File: src/rtl/hazard_unit_mc_if.sv
// Bundle of hazard-unit inputs from the pipeline and the enables/flushes/selects it drives back.
// The datapath side uses the master modport and the hazard unit uses the slave modport.
interface hazard_unit_mc_if #(
    parameter int REG_AW = 5,
    parameter int CNT_W  = 16
);
    logic [REG_AW-1:0] Rs1D, Rs2D, Rs1E, Rs2E, RdE, RdM, RdW;
    logic              RegWriteM, RegWriteW, ResultSrcE0, PCSrcE;
    logic              MdOpE, MemReqM, DMemReadyM;
    logic [1:0]        ForwardAE, ForwardBE;
    logic              StallF, StallD, StallE, StallM;
    logic              FlushD, FlushE, FlushM, FlushW;
    logic              MdStartE, MdDoneE;
    logic [CNT_W-1:0]  StallCycles;

    modport master (
        output Rs1D, Rs2D, Rs1E, Rs2E, RdE, RdM, RdW,
        output RegWriteM, RegWriteW, ResultSrcE0, PCSrcE, MdOpE, MemReqM, DMemReadyM,
        input  ForwardAE, ForwardBE, StallF, StallD, StallE, StallM,
        input  FlushD, FlushE, FlushM, FlushW, MdStartE, MdDoneE, StallCycles
    );

    modport slave (
        input  Rs1D, Rs2D, Rs1E, Rs2E, RdE, RdM, RdW,
        input  RegWriteM, RegWriteW, ResultSrcE0, PCSrcE, MdOpE, MemReqM, DMemReadyM,
        output ForwardAE, ForwardBE, StallF, StallD, StallE, StallM,
        output FlushD, FlushE, FlushM, FlushW, MdStartE, MdDoneE, StallCycles
    );
endinterface

File: src/rtl/hazard_unit_mc.sv
// Hazard unit for the 5-stage RISC-V pipeline: forwarding, load-use, memory wait-state freeze,
// multi-cycle mul/div sequencing and a saturating stall-cycle counter.
module hazard_unit_mc #(
    parameter int REG_AW = 5,
    parameter int MD_LAT = 4,
    parameter int CNT_W  = 16
) (
    input  logic           clk,
    input  logic           rst_n,
    hazard_unit_mc_if.slave hz
);
    localparam int CW = (MD_LAT > 2) ? $clog2(MD_LAT) : 1;
    localparam logic [CW-1:0]     CNT_LOAD = CW'(MD_LAT - 2);
    localparam logic [REG_AW-1:0] REG_X0   = '0;
    localparam logic [CNT_W-1:0]  CNT_MAX  = '1;

    localparam logic [1:0] IDLE = 2'd0;
    localparam logic [1:0] BUSY = 2'd1;
    localparam logic [1:0] DONE = 2'd2;

    logic [1:0]       state_q, state_d;
    logic [CW-1:0]    cnt_q, cnt_d;
    logic [CNT_W-1:0] stall_cycles_q, stall_cycles_d;
    logic             mem_stall, lw_stall, md_stall, md_start;

    function automatic logic [1:0] fwd_sel(
        input logic [REG_AW-1:0] rs,
        input logic [REG_AW-1:0] rd_m,
        input logic              we_m,
        input logic [REG_AW-1:0] rd_w,
        input logic              we_w
    );
        if (we_m && rs != REG_X0 && rs == rd_m)      return 2'b10;
        else if (we_w && rs != REG_X0 && rs == rd_w) return 2'b01;
        else                                         return 2'b00;
    endfunction

    always_comb begin
        mem_stall = hz.MemReqM & ~hz.DMemReadyM;
        lw_stall  = hz.ResultSrcE0 & (hz.RdE != REG_X0) &
                    ((hz.RdE == hz.Rs1D) | (hz.RdE == hz.Rs2D));
        md_stall  = ((state_q == IDLE) & hz.MdOpE) | (state_q == BUSY);
        md_start  = (state_q == IDLE) & hz.MdOpE & ~mem_stall & ~hz.PCSrcE;
    end

    // A memory wait freezes everything up to M and bubbles W; it outranks all other hazards.
    always_comb begin
        hz.ForwardAE = 2'b00;
        hz.ForwardBE = 2'b00;
        hz.StallF    = 1'b0;
        hz.StallD    = 1'b0;
        hz.StallE    = 1'b0;
        hz.StallM    = 1'b0;
        hz.FlushD    = 1'b0;
        hz.FlushE    = 1'b0;
        hz.FlushM    = 1'b0;
        hz.FlushW    = 1'b0;
        hz.MdStartE  = 1'b0;
        hz.MdDoneE   = 1'b0;
        if (!rst_n) begin
            hz.FlushD = 1'b1;
            hz.FlushE = 1'b1;
        end else begin
            hz.ForwardAE = fwd_sel(hz.Rs1E, hz.RdM, hz.RegWriteM, hz.RdW, hz.RegWriteW);
            hz.ForwardBE = fwd_sel(hz.Rs2E, hz.RdM, hz.RegWriteM, hz.RdW, hz.RegWriteW);
            hz.MdStartE  = md_start;
            hz.MdDoneE   = (state_q == DONE);
            if (mem_stall) begin
                hz.StallF = 1'b1;
                hz.StallD = 1'b1;
                hz.StallE = 1'b1;
                hz.StallM = 1'b1;
                hz.FlushW = 1'b1;
            end else if (hz.PCSrcE) begin
                hz.FlushD = 1'b1;
                hz.FlushE = 1'b1;
            end else if (md_stall) begin
                hz.StallF = 1'b1;
                hz.StallD = 1'b1;
                hz.StallE = 1'b1;
                hz.FlushM = 1'b1;
            end else if (lw_stall) begin
                hz.StallF = 1'b1;
                hz.StallD = 1'b1;
                hz.FlushE = 1'b1;
            end
        end
    end

    // BUSY counts down regardless of memory waits; DONE is held until the freeze lifts.
    always_comb begin
        state_d        = state_q;
        cnt_d          = cnt_q;
        stall_cycles_d = stall_cycles_q;
        case (state_q)
            IDLE: begin
                if (md_start) begin
                    state_d = BUSY;
                    cnt_d   = CNT_LOAD;
                end
            end
            BUSY: begin
                if (cnt_q == '0) state_d = DONE;
                else             cnt_d   = cnt_q - CW'(1);
            end
            DONE: begin
                if (!mem_stall) state_d = IDLE;
            end
            default: state_d = IDLE;
        endcase
        if (hz.StallF && stall_cycles_q != CNT_MAX)
            stall_cycles_d = stall_cycles_q + CNT_W'(1);
    end

    always_ff @(posedge clk) begin
        if (!rst_n) begin
            state_q        <= IDLE;
            cnt_q          <= '0;
            stall_cycles_q <= '0;
        end else begin
            state_q        <= state_d;
            cnt_q          <= cnt_d;
            stall_cycles_q <= stall_cycles_d;
        end
    end

    assign hz.StallCycles = stall_cycles_q;
endmodule

File: src/flat_wrapper.sv
// flat-port wrapper written by rule: the top's interface ports become plain ports
module hazard_unit_mc_flat 
#(
    parameter int REG_AW = 5,
    parameter int MD_LAT = 4,
    parameter int CNT_W  = 16
)
  (clk, rst_n, hz_Rs1D, hz_Rs2D, hz_Rs1E, hz_Rs2E, hz_RdE, hz_RdM, hz_RdW, hz_RegWriteM, hz_RegWriteW, hz_ResultSrcE0, hz_PCSrcE, hz_MdOpE, hz_MemReqM, hz_DMemReadyM, hz_ForwardAE, hz_ForwardBE, hz_StallF, hz_StallD, hz_StallE, hz_StallM, hz_FlushD, hz_FlushE, hz_FlushM, hz_FlushW, hz_MdStartE, hz_MdDoneE, hz_StallCycles);
  hazard_unit_mc_if #(.REG_AW(REG_AW), .CNT_W(CNT_W)) hz_i ();
  input  logic clk;
  input  logic rst_n;
  input wire logic [$bits(hz_i.Rs1D)-1:0] hz_Rs1D;
  input wire logic [$bits(hz_i.Rs2D)-1:0] hz_Rs2D;
  input wire logic [$bits(hz_i.Rs1E)-1:0] hz_Rs1E;
  input wire logic [$bits(hz_i.Rs2E)-1:0] hz_Rs2E;
  input wire logic [$bits(hz_i.RdE)-1:0] hz_RdE;
  input wire logic [$bits(hz_i.RdM)-1:0] hz_RdM;
  input wire logic [$bits(hz_i.RdW)-1:0] hz_RdW;
  input wire logic [$bits(hz_i.RegWriteM)-1:0] hz_RegWriteM;
  input wire logic [$bits(hz_i.RegWriteW)-1:0] hz_RegWriteW;
  input wire logic [$bits(hz_i.ResultSrcE0)-1:0] hz_ResultSrcE0;
  input wire logic [$bits(hz_i.PCSrcE)-1:0] hz_PCSrcE;
  input wire logic [$bits(hz_i.MdOpE)-1:0] hz_MdOpE;
  input wire logic [$bits(hz_i.MemReqM)-1:0] hz_MemReqM;
  input wire logic [$bits(hz_i.DMemReadyM)-1:0] hz_DMemReadyM;
  output wire logic [$bits(hz_i.ForwardAE)-1:0] hz_ForwardAE;
  output wire logic [$bits(hz_i.ForwardBE)-1:0] hz_ForwardBE;
  output wire logic [$bits(hz_i.StallF)-1:0] hz_StallF;
  output wire logic [$bits(hz_i.StallD)-1:0] hz_StallD;
  output wire logic [$bits(hz_i.StallE)-1:0] hz_StallE;
  output wire logic [$bits(hz_i.StallM)-1:0] hz_StallM;
  output wire logic [$bits(hz_i.FlushD)-1:0] hz_FlushD;
  output wire logic [$bits(hz_i.FlushE)-1:0] hz_FlushE;
  output wire logic [$bits(hz_i.FlushM)-1:0] hz_FlushM;
  output wire logic [$bits(hz_i.FlushW)-1:0] hz_FlushW;
  output wire logic [$bits(hz_i.MdStartE)-1:0] hz_MdStartE;
  output wire logic [$bits(hz_i.MdDoneE)-1:0] hz_MdDoneE;
  output wire logic [$bits(hz_i.StallCycles)-1:0] hz_StallCycles;
  assign hz_i.Rs1D = hz_Rs1D;
  assign hz_i.Rs2D = hz_Rs2D;
  assign hz_i.Rs1E = hz_Rs1E;
  assign hz_i.Rs2E = hz_Rs2E;
  assign hz_i.RdE = hz_RdE;
  assign hz_i.RdM = hz_RdM;
  assign hz_i.RdW = hz_RdW;
  assign hz_i.RegWriteM = hz_RegWriteM;
  assign hz_i.RegWriteW = hz_RegWriteW;
  assign hz_i.ResultSrcE0 = hz_ResultSrcE0;
  assign hz_i.PCSrcE = hz_PCSrcE;
  assign hz_i.MdOpE = hz_MdOpE;
  assign hz_i.MemReqM = hz_MemReqM;
  assign hz_i.DMemReadyM = hz_DMemReadyM;
  assign hz_ForwardAE = hz_i.ForwardAE;
  assign hz_ForwardBE = hz_i.ForwardBE;
  assign hz_StallF = hz_i.StallF;
  assign hz_StallD = hz_i.StallD;
  assign hz_StallE = hz_i.StallE;
  assign hz_StallM = hz_i.StallM;
  assign hz_FlushD = hz_i.FlushD;
  assign hz_FlushE = hz_i.FlushE;
  assign hz_FlushM = hz_i.FlushM;
  assign hz_FlushW = hz_i.FlushW;
  assign hz_MdStartE = hz_i.MdStartE;
  assign hz_MdDoneE = hz_i.MdDoneE;
  assign hz_StallCycles = hz_i.StallCycles;
  hazard_unit_mc #(.REG_AW(REG_AW), .MD_LAT(MD_LAT), .CNT_W(CNT_W)) u_core (.clk(clk), .rst_n(rst_n), .hz(hz_i));
endmodule
File: config.mk
export PLATFORM = sky130hd
export DESIGN_NAME = hazard_unit_mc_flat
export DESIGN_NICKNAME = d
export VERILOG_FILES = /design/src/rtl/hazard_unit_mc_if.sv /design/src/rtl/hazard_unit_mc.sv /design/src/flat_wrapper.sv
export SDC_FILE = /design/constraint.sdc
export NUM_CORES = 1
export LEC_CHECK = 0
export BUFFER_PORTS_ARGS = -buffer_cell sky130_fd_sc_hd__buf_2
export CAP_MARGIN = 20
export CORE_MARGIN = 10
export CORE_UTILIZATION = 25
export DETAILED_ROUTE_END_ITERATION = 6
export PLACE_DENSITY_LB_ADDON = 0.12
export REMOVE_ABC_BUFFERS = 1
export SETUP_SLACK_MARGIN = 0.1
export SYNTH_ARGS = -nofsm -noshare
export SYNTH_HDL_FRONTEND = slang
export SYNTH_SLANG_ARGS = --single-unit
File: constraint.sdc
create_clock -name clk -period 3.03 [get_ports clk]
set_input_delay 0.1515 -clock clk [delete_from_list [all_inputs] [get_ports clk]]
set_output_delay 0.1515 -clock clk [all_outputs]
set_load 0.05 [all_outputs]
==> results of run 1 <==
-- flip-flops by register name, indices dropped and copies added (netlist names) --
name	count
u_core.cnt_q	2
u_core.state_q	2
u_core.hz.StallCycles	16
-- cell type report --
class                      count  area (sq um)
tap                           75          93.8
multi-input combinational    158          1080
inverter                      12          45.0
clock buffer                   4          55.1
fill                         668          3940
timing repair buffer          74           373
sequential                    20           400
-- power by group through the flow --
stage | Sequential [uW] | Clock, uW | Combinational [uW]
floorplan | 282 | 0 | 96.0
global placement | 277 | 0 | 170
detailed placement | 277 | 0 | 170
CTS | 271 | 212 | 171
global route | 271 | 222 | 186
finish | 271 | 204 | 168
-- worst min-delay path by stage --
stage,from,end,slack [ns],cells past startpoint
floorplan,rst_n,u_core.hz.StallCycles[3],0.30,2
global placement,u_core.cnt_q[1],u_core.cnt_q[1],0.47,2
detailed placement,u_core.cnt_q[1],u_core.cnt_q[1],0.47,2
CTS,hz_DMemReadyM,u_core.state_q[1],0.26,4
global route,rst_n,u_core.hz.StallCycles[5],0.29,3
finish,hz_DMemReadyM,u_core.state_q[1],0.26,4
-- worst max-delay path, cell delays in order, from the launching register on --
cell and delay [ns]:
dfxtp_1 0.42, nand2_1 0.15, or3_4 0.45, nor4_1 0.47
nor4_1 0.19, o2111ai_1 0.24, a21oi_1 0.09
-- cell usage in the layout (no fill, tap or decap), types with 2 or more instances in the layout --
cell type	count
buf_2	73
dfxtp_1	20
nor2_1	16
xnor2_1	16
a21oi_1	15
xor2_1	14
nand2_1	13
inv_1	9
nor4_1	8
nand3_1	8
or4_1	7
nor3_1	7
o21ai_0	5
and2_1	5
nand4_1	4
a41o_1	4
o2111ai_1	4
mux2i_1	4
clkbuf_8	4
o31ai_1	3
or2_2	2
inv_2	2
or3_2	2
o41ai_1	2
ha_1	2
-- metrics by stage --
step                      hold slack [ns]  power [uW]  cells  area [sq um]  util [%]
after global placement              0.467         447    339          1990      33.3
after floorplan                     0.299         378    190          1530         -
after detailed placement            0.466         446    339          1990      33.3
after global routing                0.287         680    343          2050      34.2
final                               0.263         643    343          2050      34.2
after CTS                           0.259         653    343          2050      34.2
-- per-layer routing --
layer  track usage (%)  routed length, microns  vias up  part of all wire, %
li1                  -                       -      862                    -
met1              11.4                    2210      723                   46
met2              15.1                    2170       50                   46
met3              3.04                     387        2                  8.1
met4              2.98                       2        0                0.042
met5                 0                       0        -                    0
-- kinds of logic after synthesis --
family / share of synthesized area [%]
xor gates and xnor gates: 16.8
buffers and inverters: 5.28
AOI/OAI and AO/OA: 16.2
muxes: 2.56
DFF: 25.6
and+or+nand+nor: 32.0
adders and majority gates: 1.60
==> results.md, run 1 <==
* Die W at 99.1 microns
* Worst path required time at 3.18 ns
* Worst R2R Path Depth at 6
* Initial drt markers at 50
* # Post-CTS Setup Buffers at 0
* Async SR Flop Fraction at 0%
* Worst reg2reg path startpoint: u_core.hz.StallCycles[6]
* Post-DR vias/cell at 4.77
* Most common cell in the netlist: dfxtp_1
* PD cells at 314 nW/um^2
* I/O pin cnt at 74
* CTS tree: yes
* Final setup margin at 0.903 ns
* Vias after detailed routing at 1637
* EDFF count, synth at 0
* MaxCap Viol Count at 0
* Post-synthesis instance total at 197
* Post-synth top cells: 20 x dfxtp_1, 16 x nor2_1, 16 x xnor2_1, 15 x a21oi_1, 14 x xor2_1
* Period minus WS final at 2.13 ns
* Crit start category: flip-flop
* DIE AREA at 9820 sq um
* Top cells by area, synth: dfxtp_1 26%, xnor2_1 9.0%, xor2_1 7.8%, a21oi_1 4.8%, nor2_1 3.8%
* Hold-fix buffers, CTS at 0
* Worst VDD drop at 0.135 mV
* Routed WL per cell at 13.9 microns
* Sequential fraction of the synthesis area at 25.6%
* WL final at 4.77 mm
* Placed wire-length estimate at 3.99 mm
* CP arrival at 2.28 ns
* Vert. Die Dim at 99.1 microns
* Area Growth Syn to Fin at 31.0%
* Yosys warns at 0
* Worst r2r dst: u_core.hz.StallCycles[11]
* Yosys reg bits at 20
* CTS clock-pin slew for the worst setup and hold paths at 0.08 ns
* Total global routing overflow at 0
* Clock root buffer master: clkbuf_8
* Placement Setup Slack at 0.906 ns
* Pre-Repair DR Iteration Count at 4
* Row count at 28
* ANT cells at 0
* # clock sinks at 20
* P_sw at 196 uW
* Switching part of the total at 30.6%
* Worst-Skew Late Latency at 0.26 ns
* Status: finished clean
* P_int at 446 uW
* Synth Cell Area at 1560 sq um
* Worst-Margin Slew at 0.685 ns
* Peak Freq at 470 MHz
* Sequential power share at 42.1%
* Final Hold Viols at 0
* Hold Path Class: in2reg
* Layout cells sized above 1 at 34.0%
* Synth area leader: dfxtp_1
* Slew headroom at 53.9%
* Period utilisation layout at 70.2%
* Core Area at 5990 sq um
* Crit-path max FO at 7
* Post-detailed-route count of antenna-violating nets at 0
* Unique cell type count in the Yosys netlist at 43
* Post-synth top area share at 25.6%
* Crit. End Element: flip-flop
* Post-layout nets at 315
* Initial antenna violation count at 0
* CP startpoint: u_core.hz.StallCycles[6]
* CTS Buffer Depth at 2
* Syn_area_per_cell at 7.94 sq um
* Clk network pwr share at 31.8%
* Port Buffers at 73
* LEAKAGE at 0.000867 uW
* RSZ-0062 raised after global routing: false
* Crit path capture: u_core.hz.StallCycles[11]
* Starting density of the core at 26.1%
* DR DRC count at 0
* Max Slew Vio Count at 0
* Skew final at 0.00599 ns
* Total Negative Setup Slacks at 0 ns
* R2R Setup Slk at 0.90 ns
* Largest net degree at the start of global routing at 19
* Vias in the first global route at 1654
* # H-tree levels at 1
* Setup violators final at 0
* Setup CP Type: reg2reg
* Post-CTS sizing at 0
* Synth Flop Type: dfxtp_1
* Placer congestion estimate at 0.742
* Total GRT Usage at 9.32%
* First-pass GRT wire length at 7.83 mm
* Combinational power share at 26.1%
* TritonCTS Buffers at 3
(Power assumes the default switching activity.)
==> run 2, diff against run 1 <==
- ABC_AREA: default -> 1
- clock period: 3.03 -> 2.1 ns (I/O delays scaled with it)
==> results.md, run 2 <==
* Status: finished clean
* Period utilisation layout at 87.3%
* Post-DR vias/cell at 4.28 (-10%)
* Peak Freq at 545 MHz
* # clock sinks at 20 (unchanged)
* Yosys warns at 0 (unchanged)
* Most common cell after layout, fill and taps aside: buf_2
* CTS Buffer Depth at 2 (unchanged)
* Placed wire-length estimate at 4.49 mm (+13%)
* Met3 GRT Util at 1.98% (-1.1 points)
* Post-synthesis instance total at 285 (+45%)
* Crit. End Element: output port
* Clock root buffer master: clkbuf_8
* Max Slew Vio Count at 0 (unchanged)
* Bufs and invs on worst path at 2 (+2)
* Most used routing layer in global routing: met2
* Worst-Margin Slew at 0.424 ns (-0.262 ns)
* Total global routing overflow at 0 (unchanged)
* Hold Path Class: in2reg
* DIE AREA at 10800 sq um (+9.6%)
* Post-layout nets at 402 (+28%)
* PD cells at 428 nW/um^2 (+37%)
* Period minus WS final at 1.83 ns
* CP arrival at 1.73 ns (-0.55 ns)
* Core Area at 6790 sq um (+13%)
* Slew headroom at 71.7% (+18 points)
* Largest net degree at the start of global routing at 24 (+5)
* Synth area leader: dfxtp_1
* Area Growth Syn to Fin at 27.5%
* Unique cell type count in the Yosys netlist at 33 (-23%)
* Layout cells sized above 1 at 25.6% (-8.3 points)
* Worst path required time at 2.00 ns (-1.18 ns)
* Synth Flop Type: dfxtp_1
* Yosys reg bits at 20 (unchanged)
* Grt met2 use at 17.7% (+2.6 points)
* RSZ-0062 raised after global routing: false
* # Post-CTS Setup Buffers at 0 (unchanged)
* Crit-path leading delay family: simple AND/OR/NAND/NOR gates
* Hold-fix buffers, CTS at 0 (unchanged)
* Crit start category: flip-flop
* EDFF count, synth at 0 (unchanged)
* Post-synth top area share at 22.8% (-2.8 points)
* Most used cell, CP: nor2_1
* Placement Setup Slack at 0.389 ns (-0.517 ns)
* Async SR Flop Fraction at 0% (unchanged)
* # H-tree levels at 1 (unchanged)
* First-pass GRT wire length at 9.36 mm (+20%)
* CTS clock-pin slew for the worst setup and hold paths at 0.08 ns (about the same)
* Crit-path max FO at 23 (+16)
* Filler instances at 760 (+14%)
* Post-detailed-route count of antenna-violating nets at 0 (unchanged)
* Max reg flops at 16 (unchanged)
* Most frequent cells in the layout: 73 x buf_2, 56 x nand2_1, 47 x inv_1
* Worst-Skew Late Latency at 0.26 ns (about the same)
* Skew final at 0.00413 ns (-0.00186 ns)
* Cell breakdown of the critical path: inv_1 > nor2_1 > nor2_1 > nor2_1 > nor2_2 > nand2_4 > buf_2
* Synth Cell Area at 1750 sq um (+12%)
* Port Buffers at 73 (unchanged)
* CP max-delay cell: dfxtp_1
* WL final at 5.40 mm (+13%)
* Most common cell in the netlist: nand2_1
* I/O pin cnt at 74 (unchanged)
* Total Negative Setup Slacks at 0 ns (unchanged)
* MaxCap Viol Count at 0 (unchanged)
* Syn_area_per_cell at 6.16 sq um (-22%)
* ANT cells at 0 (unchanged)
* LEAKAGE at 0.00116 uW (+33%)
* Top cells by area, synth: dfxtp_1 23%, nand2_1 12%, inv_1 10%, nand3_1 9.4%, nor2_1 8.3%
* Initial antenna violation count at 0 (unchanged)
* Starting density of the core at 25.8% (-0.29 points)
* Worst VDD drop at 0.182 mV (+36%)
* Initial drt markers at 70 (+40%)
* Design area at 2240 sq um (+9.2%)
* Sequential fraction of the synthesis area at 22.8% (-2.8 points)
* Vert. Die Dim at 104 microns (+4.7%)
* Setup violators final at 0 (unchanged)
* Total GRT Usage at 10.0% (+0.71 points)
* Row count at 30 (+7.1%)
* Slowest cell delay on critical path at 0.37 ns (-0.10 ns)
* CTS tree: yes
* Final Hold Viols at 0 (unchanged)
* GR Util met1 at 11.9% (+0.51 points)
* Vias after detailed routing at 1931 (+18%)
* Placer congestion estimate at 0.805 (+8.5%)
* Routed WL per cell at 12.0 microns (-14%)
* Final setup margin at 0.266 ns (-0.637 ns)
* Post-CTS sizing at 0 (unchanged)
* Die W at 104 microns (+4.7%)
* DR DRC count at 0 (unchanged)
* Placed Instance Area at 2180 sq um (+9.5%)
* Post-synth top cells: 56 x nand2_1, 47 x inv_1, 39 x nor2_1, 33 x nand3_1, 20 x dfxtp_1
* TritonCTS Buffers at 3 (unchanged)
* Pre-Repair DR Iteration Count at 4 (unchanged)
* Setup CP Type: reg2out
* Vias in the first global route at 2009 (+21%)
## run 2: routing by layer
metal  share of wire [%]  vias up
li1                    -     1046
met1                  48      835
met2                  46       46
met3                 4.6        4
met4                0.98        0
met5                   0        -
## run 2: final cells by class
type                            count  area [sq um]  share of cell area [%]
Tap cell                           96           120                    5.37
Multi-Input combinational cell    208          1100                    49.4
Clock buffer                        4          55.1                    2.46
Sequential cell                    20           400                    17.9
Timing Repair Buffer               74           373                    16.7
Inverter                           49           184                    8.22
## run 2: worst register-to-register path, delay by kind of cell (launching register included)
family                 cells  cell delay [ns]
flip-flops                 1             0.47
AND/OR/NAND/NOR            6             0.92
buffers and inverters      1             0.09
AO/OA/AOI/OAI              1             0.13
## run 2: kinds of logic (layout without fill, tap and decap cells)
| group | after synthesis | in the layout | synth area share, % |
|---|---|---|---|
| AND/OR/NAND/NOR | 152 | 152 | 40.1 |
| buffers and inverters | 57 | 127 | 14.2 |
| AO/OA/AOI/OAI | 32 | 32 | 10.5 |
| XOR/XNOR | 22 | 22 | 11.0 |
| flip-flops | 20 | 20 | 22.8 |
| adder cells (fa/ha/maj) | 2 | 2 | 1.43 |
## run 2: final timing paths
check | start | to | slack (ns) | depth (start not counted)
worst max-delay path | u_core.state_q[0] | hz_StallD | 0.27 | 7
worst min-delay path | hz_DMemReadyM | u_core.state_q[1] | 0.15 | 4
worst max register to register | u_core.hz.StallCycles[5] | u_core.hz.StallCycles[10] | 0.42 | 8
worst min register to register | u_core.cnt_q[0] | u_core.cnt_q[0] | 0.46 | 1
## run 2: metrics by stage
| step | power [uW] | hold slack [ns] | util (%) | std cells |
|---|---|---|---|---|
| final | 959 | 0.151 | 32.9 | 451 |
| after detailed placement | 669 | 0.425 | 32.1 | 447 |
| after floorplan | 566 | 0.225 | - | 277 |
| after global routing | 1030 | 0.185 | 32.9 | 451 |
| after CTS | 978 | 0.143 | 32.9 | 451 |
| after global placement | 670 | 0.422 | 32.1 | 447 |
## run 2: power breakdown
part | internal, uW | switching [uW]
logic | 91.0 | 176
registers | 385 | 5.33
clock network | 167 | 134
